File: config.mk
export PLATFORM = sky130hd
export DESIGN_NAME = dvi_tmds_encoder
export DESIGN_NICKNAME = d
export VERILOG_FILES = /design/src/rtl/dvi_tmds_encoder_pkg.sv /design/src/rtl/dvi_tmds_encoder_channel_enc.sv /design/src/rtl/dvi_tmds_encoder.sv
export SDC_FILE = /design/constraint.sdc
export NUM_CORES = 1
export LEC_CHECK = 0
export ABC_CLOCK_PERIOD_IN_PS = 5970
export BUFFER_PORTS_ARGS = -buffer_cell sky130_fd_sc_hd__buf_4
export CORE_MARGIN = 5
export CORE_UTILIZATION = 55
export DETAILED_ROUTE_END_ITERATION = 7
export GPL_TIMING_DRIVEN = 0
export PLACE_DENSITY = 0.82
export SETUP_SLACK_MARGIN = 0.3
export SLEW_MARGIN = 20
export SYNTH_ARGS = -nofsm -noshare
export SYNTH_HDL_FRONTEND = slang
export SYNTH_SLANG_ARGS = --single-unit
File: constraint.sdc
create_clock -name PixelClk -period 5.97 [get_ports PixelClk]
set_input_delay 0.597 -clock PixelClk [delete_from_list [all_inputs] [get_ports PixelClk]]
set_output_delay 0.597 -clock PixelClk [all_outputs]
set_load 0.005 [all_outputs]
File: src/rtl/dvi_tmds_encoder_pkg.sv
// Shared constants and helpers for the DVI TMDS encoder: control symbols,
// symbol/disparity widths, a ones counter and the control-symbol lookup.
package dvi_tmds_encoder_pkg;

    localparam int SYM_W = 10;
    localparam int CNT_W = 5;

    localparam logic [SYM_W-1:0] CTRL_00 = 10'b1101010100;
    localparam logic [SYM_W-1:0] CTRL_01 = 10'b0010101011;
    localparam logic [SYM_W-1:0] CTRL_10 = 10'b0101010100;
    localparam logic [SYM_W-1:0] CTRL_11 = 10'b1010101011;

    function automatic logic [3:0] ones8(input logic [7:0] d);
        logic [3:0] n;
        n = 4'd0;
        for (int i = 0; i < 8; i++) begin
            n = n + {3'd0, d[i]};
        end
        return n;
    endfunction

    function automatic logic [SYM_W-1:0] ctrl_sym(input logic [1:0] c);
        logic [SYM_W-1:0] s;
        case (c)
            2'b00:   s = CTRL_00;
            2'b01:   s = CTRL_01;
            2'b10:   s = CTRL_10;
            2'b11:   s = CTRL_11;
            default: s = CTRL_00;
        endcase
        return s;
    endfunction

endpackage

File: src/rtl/dvi_tmds_encoder_channel_enc.sv
// One TMDS channel: stage 1 transition-minimising q_m, stage 2 DC balancing
// with a signed running disparity that is cleared during blanking.
module tmds_channel_enc
    import dvi_tmds_encoder_pkg::*;
(
    input  logic             PixelClk,
    input  logic             aRst_n,
    input  logic [7:0]       data,
    input  logic             vde,
    input  logic [1:0]       ctrl,
    output logic [SYM_W-1:0] sym
);

    logic [3:0]              n1_d_s;
    logic                    use_xnor_s;
    logic [8:0]              q_m_s;
    logic [8:0]              q_m_r;
    logic                    vde_r;
    logic [1:0]              ctrl_r;
    logic [3:0]              n1_s;
    logic [3:0]              n0_s;
    logic signed [CNT_W-1:0] diff_s;
    logic signed [CNT_W-1:0] cnt_r;
    logic signed [CNT_W-1:0] cnt_nxt_s;
    logic [SYM_W-1:0]        sym_nxt_s;

    // Stage 1: XOR or XNOR chain chosen by the ones count of the input byte
    always_comb begin
        n1_d_s     = ones8(data);
        use_xnor_s = (n1_d_s > 4'd4) || ((n1_d_s == 4'd4) && (data[0] == 1'b0));
        q_m_s      = 9'd0;
        q_m_s[0]   = data[0];
        for (int i = 1; i < 8; i++) begin
            q_m_s[i] = q_m_s[i-1] ^ data[i] ^ use_xnor_s;
        end
        q_m_s[8]   = ~use_xnor_s;
    end

    // Stage 1 registers: q_m plus the matching VDE and control bits
    always_ff @(posedge PixelClk or negedge aRst_n) begin
        if (!aRst_n) begin
            q_m_r  <= 9'd0;
            vde_r  <= 1'b0;
            ctrl_r <= 2'b00;
        end else begin
            q_m_r  <= q_m_s;
            vde_r  <= vde;
            ctrl_r <= ctrl;
        end
    end

    // Stage 2: pick inversion to steer the running disparity back toward zero
    always_comb begin
        n1_s      = ones8(q_m_r[7:0]);
        n0_s      = 4'd8 - n1_s;
        diff_s    = $signed({1'b0, n1_s}) - $signed({1'b0, n0_s});
        sym_nxt_s = CTRL_00;
        cnt_nxt_s = 5'sd0;
        if (!vde_r) begin
            sym_nxt_s = ctrl_sym(ctrl_r);
            cnt_nxt_s = 5'sd0;
        end else if ((cnt_r == 5'sd0) || (n1_s == n0_s)) begin
            sym_nxt_s = {~q_m_r[8], q_m_r[8], (q_m_r[8] ? q_m_r[7:0] : ~q_m_r[7:0])};
            cnt_nxt_s = q_m_r[8] ? (cnt_r + diff_s) : (cnt_r - diff_s);
        end else if (((cnt_r > 5'sd0) && (n1_s > n0_s)) || ((cnt_r < 5'sd0) && (n0_s > n1_s))) begin
            sym_nxt_s = {1'b1, q_m_r[8], ~q_m_r[7:0]};
            cnt_nxt_s = cnt_r + (q_m_r[8] ? 5'sd2 : 5'sd0) - diff_s;
        end else begin
            sym_nxt_s = {1'b0, q_m_r[8], q_m_r[7:0]};
            cnt_nxt_s = cnt_r + diff_s - (q_m_r[8] ? 5'sd0 : 5'sd2);
        end
    end

    // Stage 2 registers: output symbol and running disparity
    always_ff @(posedge PixelClk or negedge aRst_n) begin
        if (!aRst_n) begin
            sym   <= CTRL_00;
            cnt_r <= 5'sd0;
        end else begin
            sym   <= sym_nxt_s;
            cnt_r <= cnt_nxt_s;
        end
    end

endmodule

File: src/rtl/dvi_tmds_encoder.sv
// DVI TMDS encoder top: sync inversion, VDE alignment and three channel encoders.
// Optional colour-bar source enabled by macro TMDS_TEST_PATTERN_EN.
module dvi_tmds_encoder
    import dvi_tmds_encoder_pkg::*;
#(
    parameter int SYNC_INV  = 1,
    parameter int BAR_SHIFT = 7
) (
    input  logic             PixelClk,
    input  logic             aRst_n,
    input  logic [23:0]      vid_pData,
    input  logic             vid_pVDE,
    input  logic             vid_pHSync,
    input  logic             vid_pVSync,
    input  logic             pattern_en,
    output logic [SYM_W-1:0] tmds_ch0,
    output logic [SYM_W-1:0] tmds_ch1,
    output logic [SYM_W-1:0] tmds_ch2,
    output logic             tx_vde
);

    logic        hs_s;
    logic        vs_s;
    logic        vde_d1_r;
    logic [23:0] pix_s;

    assign hs_s = (SYNC_INV != 0) ? ~vid_pHSync : vid_pHSync;
    assign vs_s = (SYNC_INV != 0) ? ~vid_pVSync : vid_pVSync;

`ifdef TMDS_TEST_PATTERN_EN
    logic [BAR_SHIFT+2:0] px_cnt_r;
    logic [2:0]           bar_s;
    logic [23:0]          bar_pix_s;

    // Pixel counter restarts at the start of every active run
    always_ff @(posedge PixelClk or negedge aRst_n) begin
        if (!aRst_n) begin
            px_cnt_r <= '0;
        end else if (vid_pVDE) begin
            px_cnt_r <= px_cnt_r + 1'b1;
        end else begin
            px_cnt_r <= '0;
        end
    end

    // Bar colours packed as {R, B, G}
    always_comb begin
        bar_s = px_cnt_r[BAR_SHIFT+2:BAR_SHIFT];
        case (bar_s)
            3'd0:    bar_pix_s = 24'hFFFFFF;
            3'd1:    bar_pix_s = 24'hFF00FF;
            3'd2:    bar_pix_s = 24'h00FFFF;
            3'd3:    bar_pix_s = 24'h0000FF;
            3'd4:    bar_pix_s = 24'hFFFF00;
            3'd5:    bar_pix_s = 24'hFF0000;
            3'd6:    bar_pix_s = 24'h00FF00;
            3'd7:    bar_pix_s = 24'h000000;
            default: bar_pix_s = 24'h000000;
        endcase
    end

    assign pix_s = pattern_en ? bar_pix_s : vid_pData;
`else
    logic unused_pattern_en_s;

    assign unused_pattern_en_s = pattern_en;
    assign pix_s               = vid_pData;
`endif

    // VDE delayed to line up with the two-stage channel pipelines
    always_ff @(posedge PixelClk or negedge aRst_n) begin
        if (!aRst_n) begin
            vde_d1_r <= 1'b0;
            tx_vde   <= 1'b0;
        end else begin
            vde_d1_r <= vid_pVDE;
            tx_vde   <= vde_d1_r;
        end
    end

    tmds_channel_enc u_ch0 (
        .PixelClk (PixelClk),
        .aRst_n   (aRst_n),
        .data     (pix_s[15:8]),
        .vde      (vid_pVDE),
        .ctrl     ({vs_s, hs_s}),
        .sym      (tmds_ch0)
    );

    tmds_channel_enc u_ch1 (
        .PixelClk (PixelClk),
        .aRst_n   (aRst_n),
        .data     (pix_s[7:0]),
        .vde      (vid_pVDE),
        .ctrl     (2'b00),
        .sym      (tmds_ch1)
    );

    tmds_channel_enc u_ch2 (
        .PixelClk (PixelClk),
        .aRst_n   (aRst_n),
        .data     (pix_s[23:16]),
        .vde      (vid_pVDE),
        .ctrl     (2'b00),
        .sym      (tmds_ch2)
    );

endmodule

# Word-level counts from Yosys, hierarchy flattened
# Index checks and enable logic that the tools add are counted.
[word_totals]
ff_bits = 76
input_bits = 30
elab_cells = 208
output_inout_bits = 31
[classes]
n_reduce_logical = 22
n_eq_ne = 9
n_mux = 31
add_sub_neg = 63
magnitude_cmp = 15
bitwise_logic = 56
[op_table]
columns = ["cell", "n"]
rows = [
  ["4-bit by 1-bit adder with 4-bit output", 36],
  ["10-bit 2-to-1 mux", 9],
  ["5-bit 2-to-1 mux", 12],
  ["5-bit subtractor", 9],
  ["1-bit XOR", 42],
  ["10-bit case mux with 4 select lines", 1],
  ["5-bit adder", 6],
  ["4-bit > comparator", 6],
  ["8-bit 2-to-1 mux", 3],
  ["8-bit NOT", 3],
  ["5-bit by 1-bit > comparator with 1-bit output (second input constant)", 3],
  ["5-bit logical NOT", 3],
  ["5-bit by 1-bit < comparator with 1-bit output (second input constant)", 3],
  ["4-bit by 4-bit subtractor with 5-bit output", 3],
  ["1-bit by 1-bit adder with 2-bit output", 6],
  ["4-bit by 3-bit equality test with 1-bit output (second input constant)", 3],
  ["4-bit equality test", 3],
  ["4-bit by 3-bit > comparator with 1-bit output (second input constant)", 3],
  ["2-bit 2-to-1 mux", 6],
  ["4-bit subtractor (first input constant)", 3],
  ["1-bit NOT", 11],
  ["1-bit logical AND", 9],
  ["1-bit logical OR", 9],
  ["2-bit equality test (second input constant)", 2],
  ["2 further kinds", 2],
]

# Logic depth before layout (Yosys ltp)
# Gate-level depths: netlist of run 1.
[logic_depth]
word_depth = 23
mapped_depth = 17
mapped_depth_nobuf = 17

# By module
# A second synthesis of run 1 with hierarchy kept.
[hier_totals]
cells_unflattened = 638
hier_area_um2 = 6448.7
[by_module_without_submodules]
columns = ["mod", "cells_per_inst", "seq_area_each_um2", "n_inst", "area_each_um2"]
rows = [
  ["tmds_channel_enc at u_ch1", 220, 681.9, 1, 2179.6],
  ["tmds_channel_enc at u_ch0", 208, 681.9, 1, 2122.0],
  ["tmds_channel_enc at u_ch2", 205, 681.9, 1, 2085.8],
  ["dvi_tmds_encoder", 5, 50.0, 1, 61.3],
]

# Least setup slack after synthesis of run 1
# OpenSTA, ideal clock, no wires.
[synth_timing]
kind = "register to register"
from = "register u_ch2.q_m_r[0]"
to = "register u_ch2.cnt_r[3]"
stages_incl_launch_ff = 17
arrival_ns = 4.347
path_slack_ns = 1.558
t_required_ns = 5.905
synth_period_minus_slack_ns = 4.412
n_path_buf = 0
setup_ns = 0.065
cell_sequence = "dfrtp_1 -> ha_1 -> inv_1 -> fa_1 -> fa_1 -> fa_1 -> fa_1 -> inv_1 -> ha_1 -> inv_1 -> fa_1 -> xor2_1 -> or2b_1 -> o221ai_1 -> o31ai_1 -> a21oi_1 -> o21a_1"
[synth_between]
elab_chain_len = 14
[synth_lines]
columns = ["element", "line_no", "text"]
rows = [
  ["start, declared", "dvi_tmds_encoder_channel_enc.sv:17", "logic [8:0] q_m_r;"],
  ["start signal, assigned", "dvi_tmds_encoder_channel_enc.sv:46", "q_m_r <= q_m_s;"],
  ["1-bit by 1-bit adder with 2-bit output *", "dvi_tmds_encoder_pkg.sv:17", "n = n + {3'd0, d[i]};"],
  ["4-bit by 1-bit adder with 4-bit output * (6 in series)", "dvi_tmds_encoder_pkg.sv:17", ""],
  ["4-bit subtractor", "dvi_tmds_encoder_channel_enc.sv:55", "n0_s = 4'd8 - n1_s;"],
  ["4-bit by 4-bit subtractor with 5-bit output or 4-bit > comparator (tied branches)", "dvi_tmds_encoder_channel_enc.sv:56, dvi_tmds_encoder_channel_enc.sv:65", ""],
  ["5-bit adder or 1-bit logical AND (tied branches)", "dvi_tmds_encoder_channel_enc.sv:64, dvi_tmds_encoder_channel_enc.sv:70, dvi_tmds_encoder_channel_enc.sv:65", ""],
  ["5-bit subtractor or 1-bit logical OR (tied branches)", "dvi_tmds_encoder_channel_enc.sv:70, dvi_tmds_encoder_channel_enc.sv:65", ""],
  ["5-bit 2-to-1 mux", "dvi_tmds_encoder_channel_enc.sv:65", "end else if (((cnt_r > 5'sd0) && (n1_s > n0_s)) || ((cnt_r < 5'sd0) && (n0_s > n1_s))) begin"],
  ["5-bit 2-to-1 mux *", "dvi_tmds_encoder_channel_enc.sv:62", "end else if ((cnt_r == 5'sd0) || (n1_s == n0_s)) begin"],
  ["5-bit 2-to-1 mux *", "dvi_tmds_encoder_channel_enc.sv:59", "if (!vde_r) begin"],
  ["net u_ch2.cnt_nxt_s[3]", "dvi_tmds_encoder_channel_enc.sv:24", "logic signed [CNT_W-1:0] cnt_nxt_s;"],
  ["end signal, assigned", "dvi_tmds_encoder_channel_enc.sv:81", "cnt_r <= cnt_nxt_s;"],
  ["end, declared", "dvi_tmds_encoder_channel_enc.sv:23", "logic signed [CNT_W-1:0] cnt_r;"],
]
# Mark *: on every way through the listed nets, which the timed path passes. The rest lies on a longest branch.

# Worst setup path in the final report of run 1
# Ends and elaborated chain as after synthesis.

==> results.yml, run 1 <==
cts:
  clkTransAtPathRegs_ps: 80
  clock-sinks: 76
  cts_resized: 0
  cts-root-buf: "clkbuf_8"
  cts_tree: "done"
  cts-hold-fix-buffers: 0
  cts_setup_buffers: 0
  clock_latency_ps: 350
  clock_path_buffers: 2
  cts_max_level: 3
  cts_buffers: 9
hold_path:
  hold_end: "u_ch0.q_m_r[0]"
  whs_path_depth: 1
  hp-start: "vid_pData[8]"
  hp-class: "in2reg"
critical_path:
  endpoint_kind: "register"
  ff2ff_path_depth: 16
  required_ps: 6260
  regToRegStartpoint: "u_ch2.q_m_r[0]"
  r2r-end: "u_ch2.cnt_r[3]"
  start_kind: "register"
  arrival_ps: 5100
  crit_fanout: 5
  r2r_slack_ps: 1160
  crit_type: "reg2reg"
detailed_routing:
  viasPerCell: 5.38
  vias: 4241
  wire_per_inst_um: 15.4
  ant_nets: 0
  drtPass1Iterations: 5
  drt_iter0_drc: 197
  drcViolationCount: 0
  wl_um: 12200
grt:
  grt_max_degree: 77
  use_met1_pct: 26.0
  antenna_found_initial: 0
  grt_pass1_vias: 4387
  top_usage_layer: "met2"
  grt_first_pass_wirelength_um: 20500
  grt_overflow: 0
  grt_use_total_pct: 19.8
  met3_usage_pct: 2.78
  gr-usage-met2_pct: 34.1
cells_and_area:
  synthToLayoutAreaGrowth_pct: 13.9
  num-nets-final: 772
  diodes: 0
  drive_above_1_share_pct: 17.5
sta:
  timing.setup.tns_ps: 0
  final_hold_viol_count: 0
  worst_pin_slew_ps: 930
  fin_skew_ps: 11.1
  finalCritPeriodShare_pct: 80.6
  setup_viol: 0
  slew_headroom_pct: 38.0
  rsz0062_at_grt: "false"
  slew_viol_final: 0
  fmax_ghz: 0.208
  period_needed_ps: 4810
floorplanning:
  fp.dieH_um: 113
  io_pins: 61
  start_util_pct: 56.4
  die-width_um: 113
  coreArea_sq_um: 10400
  dieArea_sq_um: 12800
  rows: 37
placement:
  dp_hpwl_um: 9830
  place.port_buffers: 59
  gp_congestion: 0.899
yosys:
  synth_top_area_share_pct: 26.1
  yosysTopAreaCell: "dfrtp_1"
  synthArstFlopShare_pct: 100
  synth.most_common_cell: "inv_1"
  seq_area_frac_synth_pct: 32.8
  synth_ff_type: "dfrtp_1"
  synth_edf_count: 0
  synthTopCellsByCount: "inv_1 (101), dfrtp_1 (61), ha_1 (58), xnor2_1 (42), fa_1 (36)"
  synth_seq_cells: 76
  synth_cell_type_count: 59
  synthesis.nets: 702
  syn_inst: 578
  netlist_area_sq_um: 5850
  yosysWarnings: 0
  synth_area_per_cell_sq_um: 10.1
  synth.area.top_cells: "dfrtp_1 (26%), ha_1 (12%), fa_1 (12%)"
run:
  drv_cap: 0
run_status:
  status: "finished clean"
==> final cells by class <==
class                      instances  area, sq um
clock inverter                     6         62.6
sequential                        76         1920
multi-input combinational        385         3460
tap                              136          170
buffer                            12         67.6
fill                             836         3710
timing repair buffer              59          443
inverter                         105          394
clock buffer                      10          138
==> per-layer routing <==
| metal | wire length [um] | part of all wire (%) | up-vias |
|---|---|---|---|
| met5 | 0 | 0 | - |
| met4 | 201 | 1.7 | 0 |
| met3 | 534 | 4.4 | 19 |
| met2 | 6110 | 50 | 97 |
| met1 | 5330 | 44 | 2095 |
| li1 | - | - | 2030 |
==> metrics by stage <==
stage               area (sq um)  instances  hold WS (ps)  utilization (%)  worst slack (ps)
floorplan                   5850        578           301                -              1560
global placement            6460        773           481             62.3              1300
detailed placement          6460        773           484             62.3              1200
CTS                         6660        789           361             64.2              1170
global route                6660        789           351             64.2               896
finish                      6660        789           371             64.2              1160
==> critical path: stages, from the launching register on <==
cell      delay, ps
dfrtp_1         410
ha_1            290
inv_1            50
fa_1            500
fa_1            430
fa_1            430
fa_1            630
inv_1            80
ha_1            370
inv_1           110
fa_1            440
xor2_1          200
or2b_1          260
o221ai_1        190
o31ai_1         110
a21oi_1         140
o21a_1          130
==> cell usage in the layout (no fill, tap or decap), drive strengths merged, types with 6 or more instances in the layout <==
master / netlist / final
nand3: 10 / 10
nor3: 17 / 17
o21a: 9 / 9
clkinv: 3 / 7
a21oi: 22 / 22
dfstp: 15 / 15
and2: 8 / 8
xnor2: 43 / 43
a211oi: 6 / 6
fa: 36 / 36
buf: 6 / 65
dfrtp: 61 / 61
inv: 102 / 103
ha: 58 / 58
mux2i: 11 / 11
o21ai: 26 / 26
nor2: 22 / 22
nand2: 30 / 30
clkbuf: 6 / 16
o31ai: 9 / 9
xor2: 16 / 16
==> worst max-delay path by stage <==
stage	startpoint	to	slack, ps	cells past startpoint
2_1_floorplan	u_ch2.q_m_r[0]	u_ch2.cnt_r[3]	1560	16
3_3_place_gp	u_ch2.q_m_r[0]	u_ch2.cnt_r[4]	1300	16
3_5_place_dp	u_ch2.q_m_r[0]	u_ch2.cnt_r[4]	1200	16
4_1_cts	u_ch2.q_m_r[0]	u_ch2.cnt_r[4]	1170	16
5_1_grt	u_ch2.q_m_r[0]	u_ch2.cnt_r[3]	900	16
6_report	u_ch2.q_m_r[0]	u_ch2.cnt_r[3]	1160	16
==> state kept, by name, summed over array words and instances (netlist names), 2 cells and up <==
register	cells
u_ch0.ctrl_r	2
u_ch0.q_m_r	9
u_ch2.q_m_r	9
u_ch1.cnt_r	5
u_ch0.cnt_r	5
u_ch0.sym	10
u_ch2.sym	10
u_ch1.q_m_r	9
u_ch1.sym	10
u_ch2.cnt_r	5
==> cells by family (layout without fill, tap and decap cells) <==
kind of cell,count (synthesis),count (layout),share of synthesized area [%]
mux,16,16,2.85
flops,76,76,32.8
simple gates,108,108,9.09
compound gates,106,106,12.5
buf+inv,117,192,7.90
xor+xnor,61,61,10.0
fa+ha+maj,94,94,24.7
Power of run 1 is left out: the tool's default activity adds up to more than one toggle a clock period on the data nets, which glitch-free logic cannot reach.
==> run 2, diff against run 1 <==
--- a/config.mk
+++ b/config.mk
@@ -5,13 +5,14 @@
 export SDC_FILE = /design/constraint.sdc
 export NUM_CORES = 1
 export LEC_CHECK = 0
-export ABC_CLOCK_PERIOD_IN_PS = 5970
+export ABC_AREA = 1
+export ABC_CLOCK_PERIOD_IN_PS = 3900
 export BUFFER_PORTS_ARGS = -buffer_cell sky130_fd_sc_hd__buf_4
 export CORE_MARGIN = 5
 export CORE_UTILIZATION = 55
 export DETAILED_ROUTE_END_ITERATION = 7
 export GPL_TIMING_DRIVEN = 0
-export PLACE_DENSITY = 0.82
+export PLACE_DENSITY = 0.85
 export SETUP_SLACK_MARGIN = 0.3
 export SLEW_MARGIN = 20
 export SYNTH_ARGS = -nofsm -noshare
==> constraint.sdc (replaced) <==
create_clock -name PixelClk -period 3.9 [get_ports PixelClk]
set_input_delay 0.39 -clock PixelClk [delete_from_list [all_inputs] [get_ports PixelClk]]
set_output_delay 0.39 -clock PixelClk [all_outputs]
set_load 0.005 [all_outputs]
==> run 2 against run 1 <==
Net effect:
- the run now ends with setup timing left
- synthesized cell count grew 23%
- first-iteration DRC count grew 120%
- clock-buffer cell count is the same
- non-clock buffer count grew 43
- clock skew grew 3.2 ps
==> results.yml, run 2 <==
floorplanning:
  io_pins: 61
  dieArea_sq_um: 13000
  coreArea_sq_um: 10700
  rows: 38
  fp.dieH_um: 114
  start_util_pct: 55.5
  die-width_um: 114
yosys:
  seq_area_frac_synth_pct: 32.3
  synth_ff_type: "dfrtp_1"
  yosysWarnings: 0
  synth.area.top_cells: "dfrtp_1 (26%), ha_1 (12%), fa_1 (12%)"
  synth_cell_type_count: 33
  synthTopCellsByCount: "inv_1 (153), nand2_1 (153), dfrtp_1 (61), ha_1 (58), nor2_1 (49)"
  yosysTopAreaCell: "dfrtp_1"
  synthesis.nets: 837
  synth_area_per_cell_sq_um: 8.33
  synth_top_area_share_pct: 25.7
  synth_edf_count: 0
  syn_inst: 713
  synthArstFlopShare_pct: 100
  netlist_area_sq_um: 5940
  synth_seq_cells: 76
sta:
  fmax_ghz: 0.225
  finalCritPeriodShare_pct: 114
  timing.setup.tns_ps: -5680
  fin_skew_ps: 14.4
  finalWorstSetupSlack_ps: -544
  slew_viol_final: 0
  period_needed_ps: 4440
  slew_headroom_pct: 36.5
  rsz0062_at_grt: "true"
  worst_pin_slew_ps: 952
  final_hold_viol_count: 0
  setup_viol: 33
detailed_routing:
  drtPass1Iterations: 6
  viasPerCell: 5.57
  wl_um: 16900
  wire_per_inst_um: 17.3
  ant_nets: 0
  drcViolationCount: 0
  drt_iter0_drc: 440
  vias: 5437
critical_path:
  required_ps: 4170
  path_common_cell: "nand2_1"
  crit_type: "reg2reg"
  cp_slowest_stage_delay_ps: 600
  crit_fanout: 2
  start_kind: "register"
  crit_chain: "ha_4 -> inv_2 -> fa_1 -> fa_1 -> fa_2 -> fa_2 -> ha_4 -> inv_2 -> fa_1 -> inv_2 -> a21oi_4 -> nand3b_1 -> nand2_1 -> inv_1 -> nand3_2 -> nand2_1 -> nand2_1 -> nand3_2 -> nand2_1 -> inv_1"
  cp_slowest_cell: "fa_2"
  cp_top_family: "adder cells"
  path_buf_inv: 5
  endpoint_kind: "register"
  arrival_ps: 4710
grt:
  grt_overflow: 0
  antenna_found_initial: 0
  grt_use_total_pct: 22.3
  grt_pass1_vias: 5302
  grt_max_degree: 77
  grt_first_pass_wirelength_um: 23300
cts:
  clock-sinks: 76
  clkTransAtPathRegs_ps: 100
  cts-root-buf: "clkbuf_8"
  cts_max_level: 3
  cts_tree: "done"
  cts_buffers: 9
  clock_path_buffers: 2
  clock_latency_ps: 360
cells_and_area:
  ff_latch_area_sq_um: 1920
  final_common_cell: "inv_1"
  nFillCells: 655
  synthToLayoutAreaGrowth_pct: 32.4
  top_regs: "u_ch0.sym: 10 flops, u_ch1.sym: 10 flops, u_ch2.sym: 10 flops"
  num-nets-final: 955
  diodes: 0
  final_cell_mix: "inv_1 (134), nand2_1 (113), buf_4 (89)"
  drive_above_1_share_pct: 35.0
  multi_input_area_sq_um: 4050
placement:
  place.port_buffers: 59
  dp_hpwl_um: 9560
  gp_congestion: 0.910
run_status:
  violations: "setup timing"
  status: "finished with violations"
run:
  drv_cap: 0
hold_path:
  hp-class: "in2reg"
-- run 2: final cells by class --
class | instances | share of cell area [%]
repair buffers | 107 | 11.1
inverters | 159 | 7.94
plain buffers | 7 | 0.700
flip-flops and latches | 76 | 24.4
multi-input cells | 471 | 51.4
clock inverters | 6 | 0.541
clock buffers | 10 | 1.62
well taps | 140 | 2.23
-- run 2: final timing paths --
| kind | from | to | slack [ps] | depth (start not counted) |
|---|---|---|---|---|
| worst max-delay path | u_ch2.q_m_r[1] | u_ch2.cnt_r[4] | -540 | 20 |
| worst min register to register | u_ch0.cnt_r[0] | u_ch0.cnt_r[0] | 490 | 2 |
| max in group asynchronous | aRst_n | u_ch0.sym[5] | 3120 | 1 |
| min in group asynchronous | aRst_n | u_ch0.vde_r | 160 | 1 |
| worst min-delay path | vid_pVDE | u_ch0.vde_r | 130 | 1 |
| worst max register to register | u_ch2.q_m_r[1] | u_ch2.cnt_r[4] | -540 | 20 |
-- run 2: repair_timing --
item | in CTS | in global routing
pin swaps | 27 | 33
buffers inserted | 24 | 21
hold buffers | 0 | 0
resized for setup | 77 | 112
endpoints found under the setup margin | 41 | 41
cloned | 3 | 0
-- run 2: logic make-up after synthesis --
| group | Yosys count | share of synthesized area, % |
|---|---|---|
| buffers and inverters | 166 | 10.9 |
| xor gates and xnor gates | 38 | 6.80 |
| AOI/OAI and AO/OA | 72 | 6.53 |
| and+or+nand+nor | 267 | 19.1 |
| DFF | 76 | 32.3 |
| adders and majority gates | 94 | 24.4 |
-- run 2: stage by stage --
step / cell area, sq um / std cells / hold WS, ps / setup slack [ps] / utilization, %
after floorplan: 6020 / 713 / 94.4 / -204 / -
after global placement: 6640 / 912 / 450 / -398 / 62.0
after detailed placement: 6640 / 912 / 460 / -433 / 62.0
after CTS: 7260 / 955 / 136 / -355 / 67.9
after global routing: 7870 / 976 / 131 / -713 / 73.5
final: 7870 / 976 / 125 / -544 / 73.5
-- run 2: metal layers --
layer  vias to the layer above  wire length [um]  part of all wire, %  global-route usage (%)
met5                         -                 0                    0                       0
met4                         0               952                  5.6                    8.39
met3                       108              1420                  8.4                    4.88
met2                       319              8680                   51                    39.4
met1                      2604              5880                   35                    26.7
li1                       2406                 -                    -                       -
-- run 2: worst register-to-register path, delay by kind of cell (launching register included) --
kind / cells / cell delay (ps)
adder cells (fa/ha/maj): 7 / 2910
AO/OA/AOI/OAI: 1 / 140
buffers and inverters: 5 / 270
flip-flops: 1 / 420
AND/OR/NAND/NOR: 7 / 620
Power of run 2 is left out for the same reason.
